===== src/rtl/muldiv_pkg.sv =====
// Shared definitions for the EX-stage RV32M multiply/divide unit.
// Holds the operand width, the funct3 operation encodings and the FSM state type
// used by ex_muldiv and ex_divider.
package muldiv_pkg;

   localparam int XLEN = 32;

   // RV32M funct3 encodings; bit 2 separates the divide group from the multiply group
   localparam logic [2:0] OP_MUL    = 3'b000;
   localparam logic [2:0] OP_MULH   = 3'b001;
   localparam logic [2:0] OP_MULHSU = 3'b010;
   localparam logic [2:0] OP_MULHU  = 3'b011;
   localparam logic [2:0] OP_DIV    = 3'b100;
   localparam logic [2:0] OP_DIVU   = 3'b101;
   localparam logic [2:0] OP_REM    = 3'b110;
   localparam logic [2:0] OP_REMU   = 3'b111;

   typedef enum logic [1:0] {
      IDLE = 2'd0,
      MUL  = 2'd1,
      DIV  = 2'd2,
      DONE = 2'd3
   } state_t;

endpackage


===== src/rtl/ex_divider.sv =====
// Iterative restoring divider on unsigned magnitudes, one quotient bit per step.
// Latency: XLEN step cycles after load; results hold until the next load. No backpressure:
// the owner sequences load/step.
// Ports: clk, reset (async, active-high), load (capture dividend/divisor), step (advance one bit),
//        dividend, divisor (unsigned magnitudes), quotient, remainder (valid after XLEN steps).
module ex_divider #(
   parameter int XLEN = 32
) (
   input  logic            clk,
   input  logic            reset,
   input  logic            load,
   input  logic            step,
   input  logic [XLEN-1:0] dividend,
   input  logic [XLEN-1:0] divisor,
   output logic [XLEN-1:0] quotient,
   output logic [XLEN-1:0] remainder
);

   // quo_reg starts as the dividend and is shifted out MSB-first while quotient bits shift in
   logic [XLEN-1:0] quo_reg;
   logic [XLEN-1:0] rem_reg;
   logic [XLEN-1:0] dsr_reg;
   logic [XLEN:0]   trial;
   logic [XLEN:0]   diff;

   // Partial remainder is always below the divisor, so the shifted trial fits in XLEN+1 bits
   // and a non-negative difference always fits back into XLEN bits.
   assign trial = {rem_reg, quo_reg[XLEN-1]};
   assign diff  = trial - {1'b0, dsr_reg};

   always_ff @(posedge clk or posedge reset) begin
      if (reset) begin
         quo_reg <= '0;
         rem_reg <= '0;
         dsr_reg <= '0;
      end else if (load) begin
         quo_reg <= dividend;
         rem_reg <= '0;
         dsr_reg <= divisor;
      end else if (step) begin
         if (!diff[XLEN]) begin
            rem_reg <= diff[XLEN-1:0];
            quo_reg <= {quo_reg[XLEN-2:0], 1'b1};
         end else begin
            // restore: keep the shifted remainder, quotient bit is zero
            rem_reg <= trial[XLEN-1:0];
            quo_reg <= {quo_reg[XLEN-2:0], 1'b0};
         end
      end
   end

   assign quotient  = quo_reg;
   assign remainder = rem_reg;

endmodule


===== src/rtl/ex_muldiv.sv =====
// EX-stage RV32M multiply/divide unit: shift-add multiplier inline, restoring divider sub-module.
// Latency: 33 cycles from accepted start to done_out (32 iterations + DONE); divide special cases
// (x/0, signed overflow, or any divide when the divider is not built) finish in 1 cycle.
// Backpressure: stall_out freezes the pipeline while busy; start_in is ignored unless IDLE.
// Ports: clk, reset (async, active-high), start_in/op_in/rs1_in/rs2_in (request), flush_in (kill),
//        stall_out, done_out (1-cycle pulse), result_out (zero unless done_out).
// Build option: define EX_MULDIV_DIV_EN to compile in the divider; otherwise DIV/DIVU/REM/REMU
//        complete in 1 cycle with result 0.
module ex_muldiv #(
   parameter int XLEN = 32
) (
   input  logic            clk,
   input  logic            reset,
   input  logic            start_in,
   input  logic [2:0]      op_in,
   input  logic [XLEN-1:0] rs1_in,
   input  logic [XLEN-1:0] rs2_in,
   input  logic            flush_in,
   output logic            stall_out,
   output logic            done_out,
   output logic [XLEN-1:0] result_out
);

   import muldiv_pkg::*;

   state_t            state;
   state_t            state_nxt;
   logic [4:0]        cnt;
   logic [2:0]        op_q;
   logic [XLEN-1:0]   mcand;
   logic [2*XLEN-1:0] prod;
   logic              neg_q;
   logic              neg_r;
   logic              spec;
   logic [XLEN-1:0]   spec_res;

   logic              accept;
   logic              sgn_a;
   logic              sgn_b;
   logic [XLEN-1:0]   a_mag;
   logic [XLEN-1:0]   b_mag;
   logic              div_fast;
   logic [XLEN-1:0]   spec_val;
   logic [XLEN:0]     mul_sum;
   logic [2*XLEN-1:0] prod_fin;
   logic [XLEN-1:0]   div_q;
   logic [XLEN-1:0]   div_r;
   logic [XLEN-1:0]   quo_fin;
   logic [XLEN-1:0]   rem_fin;

   assign accept = (state == IDLE) && start_in && !flush_in;

   // Operand signedness per op: rs1 is signed for MULH/MULHSU/DIV/REM, rs2 only for MULH/DIV/REM.
   always_comb begin
      sgn_a = (op_in == OP_MULH) || (op_in == OP_MULHSU) || (op_in == OP_DIV) || (op_in == OP_REM);
      sgn_b = (op_in == OP_MULH) || (op_in == OP_DIV) || (op_in == OP_REM);
      a_mag = (sgn_a && rs1_in[XLEN-1]) ? -rs1_in : rs1_in;
      b_mag = (sgn_b && rs2_in[XLEN-1]) ? -rs2_in : rs2_in;
   end

   // Divide cases that bypass the iterative divider, with their precomputed result.
   // op bit 1 selects remainder (REM/REMU) over quotient (DIV/DIVU).
   always_comb begin
`ifdef EX_MULDIV_DIV_EN
      div_fast = 1'b0;
      spec_val = '0;
      if (rs2_in == '0) begin
         div_fast = 1'b1;
         spec_val = op_in[1] ? rs1_in : '1;
      end else if (((op_in == OP_DIV) || (op_in == OP_REM)) &&
                   (rs1_in == {1'b1, {(XLEN-1){1'b0}}}) && (rs2_in == '1)) begin
         div_fast = 1'b1;
         spec_val = op_in[1] ? '0 : {1'b1, {(XLEN-1){1'b0}}};
      end
`else
      div_fast = 1'b1;
      spec_val = '0;
`endif
   end

   // ---------------- FSM: state register ----------------
   always_ff @(posedge clk or posedge reset) begin
      if (reset) state <= IDLE;
      else       state <= state_nxt;
   end

   // ---------------- FSM: next state ----------------
   always_comb begin
      state_nxt = state;
      case (state)
         IDLE: begin
            if (accept) begin
               if (!op_in[2])    state_nxt = MUL;
               else if (div_fast) state_nxt = DONE;
               else              state_nxt = DIV;
            end
         end
         MUL, DIV: begin
            if (flush_in)          state_nxt = IDLE;
            else if (cnt == 5'd31) state_nxt = DONE;
         end
         DONE:    state_nxt = IDLE;
         default: state_nxt = IDLE;
      endcase
   end

   // ---------------- Datapath registers ----------------
   // Shift-add step: add the multiplicand into the high half when the current multiplier
   // bit (prod[0]) is set, then shift the whole product right, carry included.
   assign mul_sum = {1'b0, prod[2*XLEN-1:XLEN]} + (prod[0] ? {1'b0, mcand} : {(XLEN+1){1'b0}});

   always_ff @(posedge clk or posedge reset) begin
      if (reset) begin
         cnt      <= '0;
         op_q     <= '0;
         mcand    <= '0;
         prod     <= '0;
         neg_q    <= 1'b0;
         neg_r    <= 1'b0;
         spec     <= 1'b0;
         spec_res <= '0;
      end else if (accept) begin
         cnt      <= '0;
         op_q     <= op_in;
         mcand    <= b_mag;
         prod     <= {{XLEN{1'b0}}, a_mag};
         // product and quotient take the XOR of the effective signs; remainder follows rs1
         neg_q    <= (sgn_a && rs1_in[XLEN-1]) ^ (sgn_b && rs2_in[XLEN-1]);
         neg_r    <= sgn_a && rs1_in[XLEN-1];
         spec     <= op_in[2] && div_fast;
         spec_res <= spec_val;
      end else if ((state == MUL) || (state == DIV)) begin
         cnt <= cnt + 5'd1;
         if (state == MUL) prod <= {mul_sum, prod[XLEN-1:1]};
      end
   end

`ifdef EX_MULDIV_DIV_EN
   ex_divider #(.XLEN(XLEN)) u_divider (
      .clk       (clk),
      .reset     (reset),
      .load      (accept && op_in[2] && !div_fast),
      .step      (state == DIV),
      .dividend  (a_mag),
      .divisor   (b_mag),
      .quotient  (div_q),
      .remainder (div_r)
   );
`else
   assign div_q = '0;
   assign div_r = '0;
`endif

   assign prod_fin = neg_q ? -prod  : prod;
   assign quo_fin  = neg_q ? -div_q : div_q;
   assign rem_fin  = neg_r ? -div_r : div_r;

   // ---------------- FSM: outputs ----------------
   // Gated by reset so the outputs drop the instant reset asserts, even with start_in high.
   always_comb begin
      stall_out  = !reset && (accept || (state == MUL) || (state == DIV));
      done_out   = !reset && (state == DONE) && !flush_in;
      result_out = '0;
      if (done_out) begin
         if (spec) begin
            result_out = spec_res;
         end else begin
            case (op_q)
               OP_MUL:                       result_out = prod_fin[XLEN-1:0];
               OP_MULH, OP_MULHSU, OP_MULHU: result_out = prod_fin[2*XLEN-1:XLEN];
               OP_DIV, OP_DIVU:              result_out = quo_fin;
               default:                      result_out = rem_fin;
            endcase
         end
      end
   end

endmodule


===== config.mk =====
export PLATFORM = sky130hd
export DESIGN_NAME = ex_muldiv
export DESIGN_NICKNAME = d
export VERILOG_FILES = /design/src/rtl/muldiv_pkg.sv /design/src/rtl/ex_divider.sv /design/src/rtl/ex_muldiv.sv
export SDC_FILE = /design/constraint.sdc
export NUM_CORES = 1
export LEC_CHECK = 0
export BUFFER_PORTS_ARGS = -buffer_cell sky130_fd_sc_hd__clkbuf_2
export CAP_MARGIN = 20
export CORE_ASPECT_RATIO = 0.5
export CORE_MARGIN = 2
export CORE_UTILIZATION = 30
export CTS_BUF_LIST = sky130_fd_sc_hd__clkbuf_8
export DETAILED_ROUTE_END_ITERATION = 8
export PLACE_DENSITY = 0.48
export SLEW_MARGIN = 40
export SYNTH_ARGS = -nofsm -noshare
export SYNTH_HDL_FRONTEND = slang
export SYNTH_SLANG_ARGS = --single-unit

===== constraint.sdc =====
create_clock -name clk -period 8.75 [get_ports clk]
set_input_delay 1.3125 -clock clk [delete_from_list [all_inputs] [get_ports clk]]
set_output_delay 1.3125 -clock clk [all_outputs]
set_load 0.05 [all_outputs]

==> results of run 1 <==
## metal layers
layer / track usage (%) / wire, µm / part of all wire, % / vias up
met4: 4.56 / 486 / 1.6 / 0
li1: - / - / - / 4415
met5: 0 / 0 / 0 / -
met2: 29.6 / 13200 / 43 / 209
met3: 3.08 / 1370 / 4.5 / 28
met1: 27.5 / 15400 / 50 / 4226
## kinds of logic (layout without fill, tap and decap cells)
logic type      Yosys count  after routing  share of synthesized area, %
mux                       7              7                         0.766
buf+inv                  98            154                          3.95
flops                   107            107                          28.8
compound gates          343            343                          22.5
fa+ha+maj                43             43                          5.86
xor+xnor                148            148                          13.9
simple gates            473            473                          24.2
## per-stage QoR
stage	cell area (µm²)	instances	hold WS, ns	utilization (%)	total power, W
finish	10300	1674	0.481	34.0	0.00332
global route	10300	1674	0.520	34.0	0.00364
CTS	10300	1674	0.486	34.0	0.00333
detailed placement	10100	1658	0.462	33.4	0.00300
global placement	10100	1657	0.456	33.3	0.00299
floorplan	9310	1219	0.442	-	0.00243
## sequential cells by signal, indices dropped and copies added, names as in the netlist
| signal | cells |
|---|---|
| cnt | 5 |
| mcand | 32 |
| neg_q | 1 |
| op_q | 3 |
| prod | 64 |
| state | 2 |
## cell usage in the layout, fill, tap and decap left out, types with 20 or more instances in the layout
cell type,Yosys,layout
a21oi_1,100,100
a31oi_1,30,30
and2_1,36,35
and3_1,21,21
clkbuf_2,0,104
dfrtp_1,107,105
ha_1,42,42
inv_1,28,27
nand2_1,194,192
nor2_1,95,94
nor3_1,20,20
o21ai_0,97,97
o22ai_1,29,29
o31ai_1,22,22
xnor2_1,75,75
xor2_1,73,73
## critical path, cell delays in order (launching register included)
cell      delay, ns
dfrtp_1        0.48
or4_4          0.57
or4_1          0.44
or4_4          0.54
or3_4          0.42
o41ai_4        0.24
xnor2_1        0.15
nand2_1        0.07
a21boi_1       0.20
clkbuf_2       0.31
## path summary, 6_finish.rpt
kind,start,endpoint,cells past startpoint
hold reg to reg,mcand[30],mcand[30],2
min in group asynchronous,reset,neg_q,2
hold / removal,mcand[30],mcand[30],2
max in group asynchronous,reset,prod[20],3
setup / recovery,prod[30],result_out[31],9
setup reg to reg,prod[0],prod[61],11
## power breakdown
group	switching (W)	internal [W]
Clock	0.000190	0.000120
Sequential	0.000384	0.000729
Combinational	0.00115	0.000751
## area by class of cell
class                      count  area, µm²
inverter                      28        108
fill                        3239      20100
clock buffer                  11        151
clock inverter                 5       37.5
tap                          399        499
sequential                   107       2680
multi-input combinational   1014       6280
timing repair buffer         110        577
==> results_dict.tcl, run 1 <==
set metrics [dict create \
    grt_pass1_wl_mm 48.4 \
    die_h_um 129 \
    synth_edf_count 0 \
    ioPinCount 105 \
    cts_inserted_buffers 9 \
    finalSetupViolations 0 \
    drt-initial-drc-count 748 \
    ys.flop_type "dfrtp_1" \
    slew_violations 0 \
    rows 45 \
    setup_slack_ns 3.61 \
    final_nets 1384 \
    power.leakage_nw 4.38 \
    cts_root_buffer "clkbuf_8" \
    overflow 0 \
    gr-usage-all-layers_pct 19.0 \
    setup_tns_ns 0 \
    post_cts_buffers 0 \
    synth_area_um2 9310 \
    worst_ep_arrival_time_ns 3.83 \
    h-tree-depth 3 \
    crit_path_start_kind "flop" \
    synth.net_count 1333 \
    worstMarginPinSlew_ns 0.746 \
    fmax_mhz 194 \
    dp_hpwl_mm 23.2 \
    synth_commonest_cells "nand2_1, dfrtp_1, a21oi_1, o21ai_0, nor2_1" \
    async_flop_share_pct 100 \
    end_kind "primary output" \
    irDropWorstVdd_v 0.000107 \
    route.detailed.drc 0 \
    crit_type "reg2out" \
    diodes 0 \
    gp_congestion 0.901 \
    syn_area_per_cell_um2 7.63 \
    first_pass_iters 5 \
    coreArea_um2 30400 \
    status "completed" \
    ctsHoldBuffers 0 \
    yosysMostFrequentCell "nand2_1" \
    yosys_warnings 0 \
    power_density_nw_per_um2 321 \
    clk_pin_slew_ns 0.10 \
    grt_antenna_before_repair 0 \
    min_period_ns 5.14 \
    dieArea_um2 32500 \
    max_cap_viol_count 0 \
    clock-sinks 107 \
    ys_seq_area_share_pct 28.8 \
    cts_tree "built" \
    worstSkewPairLatency_ns 0.42 \
    cts_buffer_depth 2 \
    wire_per_inst_um 18.2 \
    min_period_over_period_pct 58.8 \
    rsz0062_at_grt "no" \
    layout-drive-gt1-share_pct 11.9 \
    cts_repair_resize_count 0 \
    port_buffers 104 \
    num_vias 8878 \
    hp-class "reg2reg" \
    area_delta_synth_final_pct 11.1 \
    worstPathRequired_ns 7.44 \
    routed_wl_mm 30.5 \
    synth.ff_latch_count 107 \
    hold_viol 0 \
    start_util_pct 30.6 \
    crit_fanout 7 \
    first_global_vias 8532 \
    via_per_inst 5.30 \
    yosys.area.top_type_share_pct 28.8 \
    slew_headroom_pct 50.3 \
    post-place-ws_ns 4.06 \
    finClkSkew_ns 0.00779 \
    syn-instance-count 1219 \
    die_w_um 253 \
    rrSetupSlack_ns 5.02 \
    yosysTopAreaCell "dfrtp_1" \
    antenna_left 0 \
    synth_cell_types 62 \
    grt_max_degree 79 \
    synthTopCellsByArea "dfrtp_1, nand2_1, xnor2_1" \
]
No activity file was read; power rests on OpenSTA's default activity.
==> inputs of run 2 (changes only) <==
ABC_AREA = 1   (was not set)
clock period = 4.75 ns   (was 8.75 ns; I/O delays follow)
==> run 2 against run 1 <==
Global-route usage rose by 3.6 points. Via count grew 43%. Synthesized cell count is 63% higher. Worst setup slack worse by 2.5 ns. Critical path depth is 2 higher. Clock power up 96%. Final cell count rose by 53%. Critical endpoint is now result_out[14]. Register-to-register slack lost 3.0 ns. Flip-flop and latch count is the same. Sequential share of layout area fell by 4.7 points.
==> results_dict.tcl, run 2 <==
set metrics [dict create \
    crit_type "reg2out" \
    synth.net_count 2101 \
    cts_buffer_depth 2 \
    power.total_w 0.00709 \
    synthTopCellsByArea "dfrtp_1, nand2_1, nand3_1" \
    min_period_over_period_pct 77.2 \
    gp_congestion 0.991 \
    coreArea_um2 37400 \
    synth_cell_types 49 \
    cts_repair_resize_count 0 \
    rrSetupSlack_ns 1.99 \
    syn_area_per_cell_um2 5.74 \
    via_per_inst 4.95 \
    hp-class "in2async" \
    cts_root_buffer "clkbuf_8" \
    layout_common_cells "nand2_1, nor2_1, inv_1, nand3_1, o21ai_0" \
    dp_hpwl_mm 35.8 \
    gr-usage-all-layers_pct 22.6 \
    multi_input_area_um2 7490 \
    post-place-ws_ns 1.58 \
    die_w_um 280 \
    diodes 0 \
    synth_commonest_cells "nand2_1, nor2_1, inv_1, nand3_1, o21ai_0" \
    overflow 0 \
    end_kind "primary output" \
    yosys_warnings 0 \
    drt-initial-drc-count 890 \
    placed_cell_area_um2 12400 \
    clk_pin_slew_ns 0.12 \
    status "completed" \
    ys.flop_type "dfrtp_1" \
    setup_tns_ns 0 \
    cts_tree "built" \
    clock-sinks 107 \
    max_cap_viol_count 0 \
    regArea_um2 2680 \
    fmax_mhz 273 \
    grt_max_degree 69 \
    finalSetupViolations 0 \
    synth.ff_latch_count 107 \
    power_density_nw_per_um2 562 \
    final_area_um2 12600 \
    top_register "prod" \
    r2r-start "prod[0]" \
    grt_antenna_before_repair 0 \
    irDropWorstVdd_v 0.000180 \
    port_buffers 104 \
    routed_wl_mm 44.4 \
    worstMarginPinSlew_ns 0.763 \
    h-tree-depth 3 \
    worstSkewPairLatency_ns 0.46 \
    dieArea_um2 39700 \
    area_delta_synth_final_pct 10.6 \
    syn-instance-count 1987 \
    final_common_cell "nand2_1" \
    worstRegToRegCells 14 \
    layout-drive-gt1-share_pct 10.0 \
    post_cts_buffers 0 \
    yosys.area.top_type_share_pct 23.5 \
    synth_edf_count 0 \
    yosysMostFrequentCell "nand2_1" \
    crit_path_start_kind "flop" \
    ctsHoldBuffers 0 \
    reg_top3 "prod (64), mcand (32), cnt (5)" \
    start_util_pct 30.5 \
    cts_inserted_buffers 9 \
    grt_pass1_wl_mm 69.1 \
    first_global_vias 12100 \
    rsz0062_at_grt "no" \
    r2r_end "prod[47]" \
    route.detailed.drc 0 \
    ys_seq_area_share_pct 23.5 \
    power.leakage_nw 6.28 \
    num_vias 12700 \
    async_flop_share_pct 100 \
    setup_slack_ns 1.08 \
    hold_viol 0 \
    first_pass_iters 5 \
    crit_fanout 34 \
    synth_area_um2 11400 \
    ioPinCount 105 \
    min_period_ns 3.67 \
    die_h_um 142 \
    final_nets 2174 \
    finClkSkew_ns 0.0141 \
    slew_violations 0 \
    fill_cells 4362 \
    largest_reg_flops 64 \
    rows 50 \
    worstPathRequired_ns 4.04 \
    slew_headroom_pct 48.8 \
    worst_ep_arrival_time_ns 2.96 \
    yosysTopAreaCell "dfrtp_1" \
    antenna_left 0 \
    wire_per_inst_um 17.3 \
]
## run 2: cell types whose count changed after synthesis, sizes merged, moves of 63 or more
cell / change
nand2: +414
inv: +231
nand3: +212
nor2: +204
xnor2: -73
o21ai: +63
## run 2: per-layer routing
layer,GRT usage (%),vias up,wire [µm]
li1,-,6522,-
met1,32.7,5804,22200
met2,34.9,303,18800
met3,3.75,43,2400
met4,5.94,0,901
met5,0,-,0
## run 2: how the worst max path moves through the flow
stage | startpoint | to | slack (ns) | depth (start not counted)
floorplan | reset | result_out[11] | 0.73 | 4
global placement | prod[0] | result_out[12] | 1.63 | 12
detailed placement | prod[0] | result_out[12] | 1.58 | 12
CTS | prod[0] | result_out[12] | 1.06 | 12
global route | prod[0] | result_out[18] | 0.87 | 11
finish | prod[0] | result_out[14] | 1.08 | 11
## run 2: power breakdown
part           internal (W)  total [W]  switching, W  leakage [nW]
combinational       0.00141    0.00465       0.00324          4.85
sequential          0.00131    0.00183      0.000513          1.34
clock              0.000205   0.000607      0.000402        0.0968
total               0.00293    0.00709       0.00416          6.28
## run 2: kinds of logic after synthesis
kind of cell	after synthesis	share of synthesized area, %
XOR/XNOR	29	2.23
AND/OR/NAND/NOR	1188	44.3
flip-flops	107	23.5
adder cells (fa/ha/maj)	43	4.79
AO/OA/AOI/OAI	303	14.2
buffers and inverters	317	11.0
## run 2: per-stage QoR
stage / instances / hold slack [ns] / util [%]
finish: 2559 / 0.440 / 33.7
CTS: 2559 / 0.447 / 33.7
floorplan: 1987 / 0.434 / -
global placement: 2543 / 0.452 / 33.2
global route: 2559 / 0.484 / 33.7
detailed placement: 2543 / 0.463 / 33.2
## run 2: area by class of cell
class / count / area share (%)
multi-input cells: 1563 / 59.5
flip-flops and latches: 107 / 21.3
inverters: 260 / 7.80
repair buffers: 119 / 5.05
well taps: 494 / 4.90
clock buffers: 9 / 0.983
clock inverters: 7 / 0.546
## run 2: critical path: stages (launching register included)
cell and delay (ns):
dfrtp_1 0.39, buf_4 0.24, clkinv_2 0.13, ha_1 0.21
nand3_2 0.14, nor2_2 0.17, nand2_2 0.14, o21ai_0 0.22
or2_2 0.15, nand3_1 0.06, a21oi_1 0.33, clkbuf_2 0.35
==> inputs of run 3 (changes only) <==
clock period = 3.65 ns   (was 4.75 ns; I/O delays follow)
==> run 3 against run 2 <==
Die area is the same. First-iteration DRC count increased by 23%. Total power is 31% higher. Register-to-register slack worse by 1.0 ns. Via count fell by 0.96%. Combinational power is 32% higher. Sequential share of layout area down 0.84 points. Worst setup slack worse by 0.83 ns. Design area is 4.1% higher. Flip-flop and latch count is the same. Wire length shrank 2.1%. Largest cell class unchanged.
==> results_dict.tcl, run 3 (synthesis gave the netlist of run 2 again) <==
set metrics [dict create \
    status "completed" \
    grt_max_degree 72 \
    final_common_cell "nand2_1" \
    via_per_inst 4.90 \
    layout_common_cells "nand2_1, nor2_1, inv_1, nand3_1, o21ai_0" \
    cts_inserted_buffers 9 \
    final_nets 2177 \
    end_kind "primary output" \
    fmax_mhz 294 \
    crit_chain "inv_1, ha_1, nand4_1, nor2_2, nand3_1, nand2_1, nand3_1, nand2_1, nand3_1, a21oi_1, buf_12" \
    rows 50 \
    ctsHoldBuffers 0 \
    routed_wl_mm 43.4 \
    dp_hpwl_mm 35.2 \
    min_period_ns 3.40 \
    min_period_over_period_pct 93.2 \
    start_util_pct 30.5 \
    crit_path_start_kind "flop" \
    cts_tree "built" \
    overflow 0 \
    first_pass_iters 6 \
    clock-sinks 107 \
    power.total_w 0.00927 \
    post_cts_buffers 0 \
    setup_slack_ns 0.246 \
    num_vias 12600 \
    finClkSkew_ns 0.0158 \
    wire_per_inst_um 17.0 \
    dieArea_um2 39700 \
    hold_viol 0 \
    power_density_nw_per_um2 707 \
    antenna_left 0 \
    reg_top3 "prod (64), mcand (32), cnt (5)" \
    post-place-ws_ns 0.746 \
    cts_root_buffer "clkbuf_8" \
    cp_top_family "simple AND/OR/NAND/NOR gates" \
    cts_buffer_depth 2 \
    drt-initial-drc-count 1096 \
    port_buffers 104 \
    route.detailed.drc 0 \
    clk_pin_slew_ns 0.11 \
    layout-drive-gt1-share_pct 10.3 \
    grt_pass1_wl_mm 68.2 \
    max_stage_delay_ns 0.42 \
    top_register "prod" \
    cpMostUsedCell "nand3_1" \
    slew_headroom_pct 53.2 \
    coreArea_um2 37400 \
    diodes 0 \
    crit_type "reg2out" \
    worstMarginPinSlew_ns 0.702 \
    cp_num_buf_inv 2 \
    die_w_um 280 \
    h-tree-depth 3 \
    worst_ep_arrival_time_ns 2.86 \
    worstSkewPairLatency_ns 0.44 \
    die_h_um 142 \
    gr-usage-all-layers_pct 22.2 \
    crit_fanout 5 \
    area_delta_synth_final_pct 15.1 \
    largest_reg_flops 64 \
    finalSetupViolations 0 \
    power.leakage_nw 6.41 \
    ioPinCount 105 \
    rsz0062_at_grt "no" \
    first_global_vias 11900 \
    gp_congestion 0.972 \
    irDropWorstVdd_v 0.000276 \
    worstPathRequired_ns 3.10 \
    max_cap_viol_count 0 \
    slew_violations 0 \
    hp-class "in2async" \
    grt_antenna_before_repair 0 \
    critPathSlowestCell "a21oi_1" \
    cts_repair_resize_count 0 \
]
run 3: cell count changes in the layout (fill, tap and decap cells not counted):
cell / before / now
buf_4: 14 / 16
clkinv_1: 1 / 0
nor2_4: 8 / 7
clkbuf_2: 104 / 72
buf_12: 0 / 33
a21oi_2: 2 / 3
a21oi_1: 96 / 95
clkinv_8: 1 / 2
inv_8: 2 / 1
nor2_2: 22 / 23
inv_2: 9 / 10
run 3: per-stage QoR:
stage               std cells  util [%]  setup TNS (ns)  area, µm²  hold WS [ns]
global placement         2546      34.5               0      12900         0.455
global route             2562      35.1               0      13100         0.287
floorplan                1987         -          -0.431      11400         0.434
detailed placement       2546      34.6               0      12900         0.455
CTS                      2562      35.1               0      13100         0.261
finish                   2562      35.1               0      13100         0.276
run 3: final cells by class:
| cell class | count | area, µm² |
|---|---|---|
| inverter | 260 | 983 |
| sequential | 107 | 2680 |
| clock buffer | 9 | 124 |
| fill | 4235 | 24300 |
| tap | 494 | 618 |
| timing repair buffer | 122 | 1150 |
| multi-input combinational | 1563 | 7490 |
| clock inverter | 7 | 73.8 |
run 3: routing by layer:
metal	vias up	wire (µm)	track usage, %
li1	6538	-	-
met1	5651	22100	32.9
met2	331	18300	34.1
met3	30	2400	3.13
met4	0	631	4.95
met5	-	0	0
run 3: worst reg2reg max path: cells and delay by family, from the launching register on:
family	cells	cell delay, ns
adder cells (fa/ha/maj)	2	0.61
buffers and inverters	2	0.30
flip-flops	1	0.42
AND/OR/NAND/NOR	12	1.23
run 3: power breakdown:
part | total [W] | leakage [nW] | switching (W) | internal, W
registers | 0.00236 | 1.34 | 0.000654 | 0.00171
clock network | 0.000776 | 0.0977 | 0.000508 | 0.000267
logic | 0.00613 | 4.98 | 0.00420 | 0.00194
run 3: worst paths after layout:
path	start	end	slack, ns	cells after the start
hold / removal	reset	mcand[29]	0.28	3
hold reg to reg	cnt[3]	cnt[3]	0.47	1
max in group asynchronous	reset	prod[23]	2.29	4
setup / recovery	prod[1]	result_out[14]	0.25	11
setup reg to reg	prod[0]	prod[59]	0.99	16
min in group clk	rs2_in[25]	mcand[25]	0.36	3
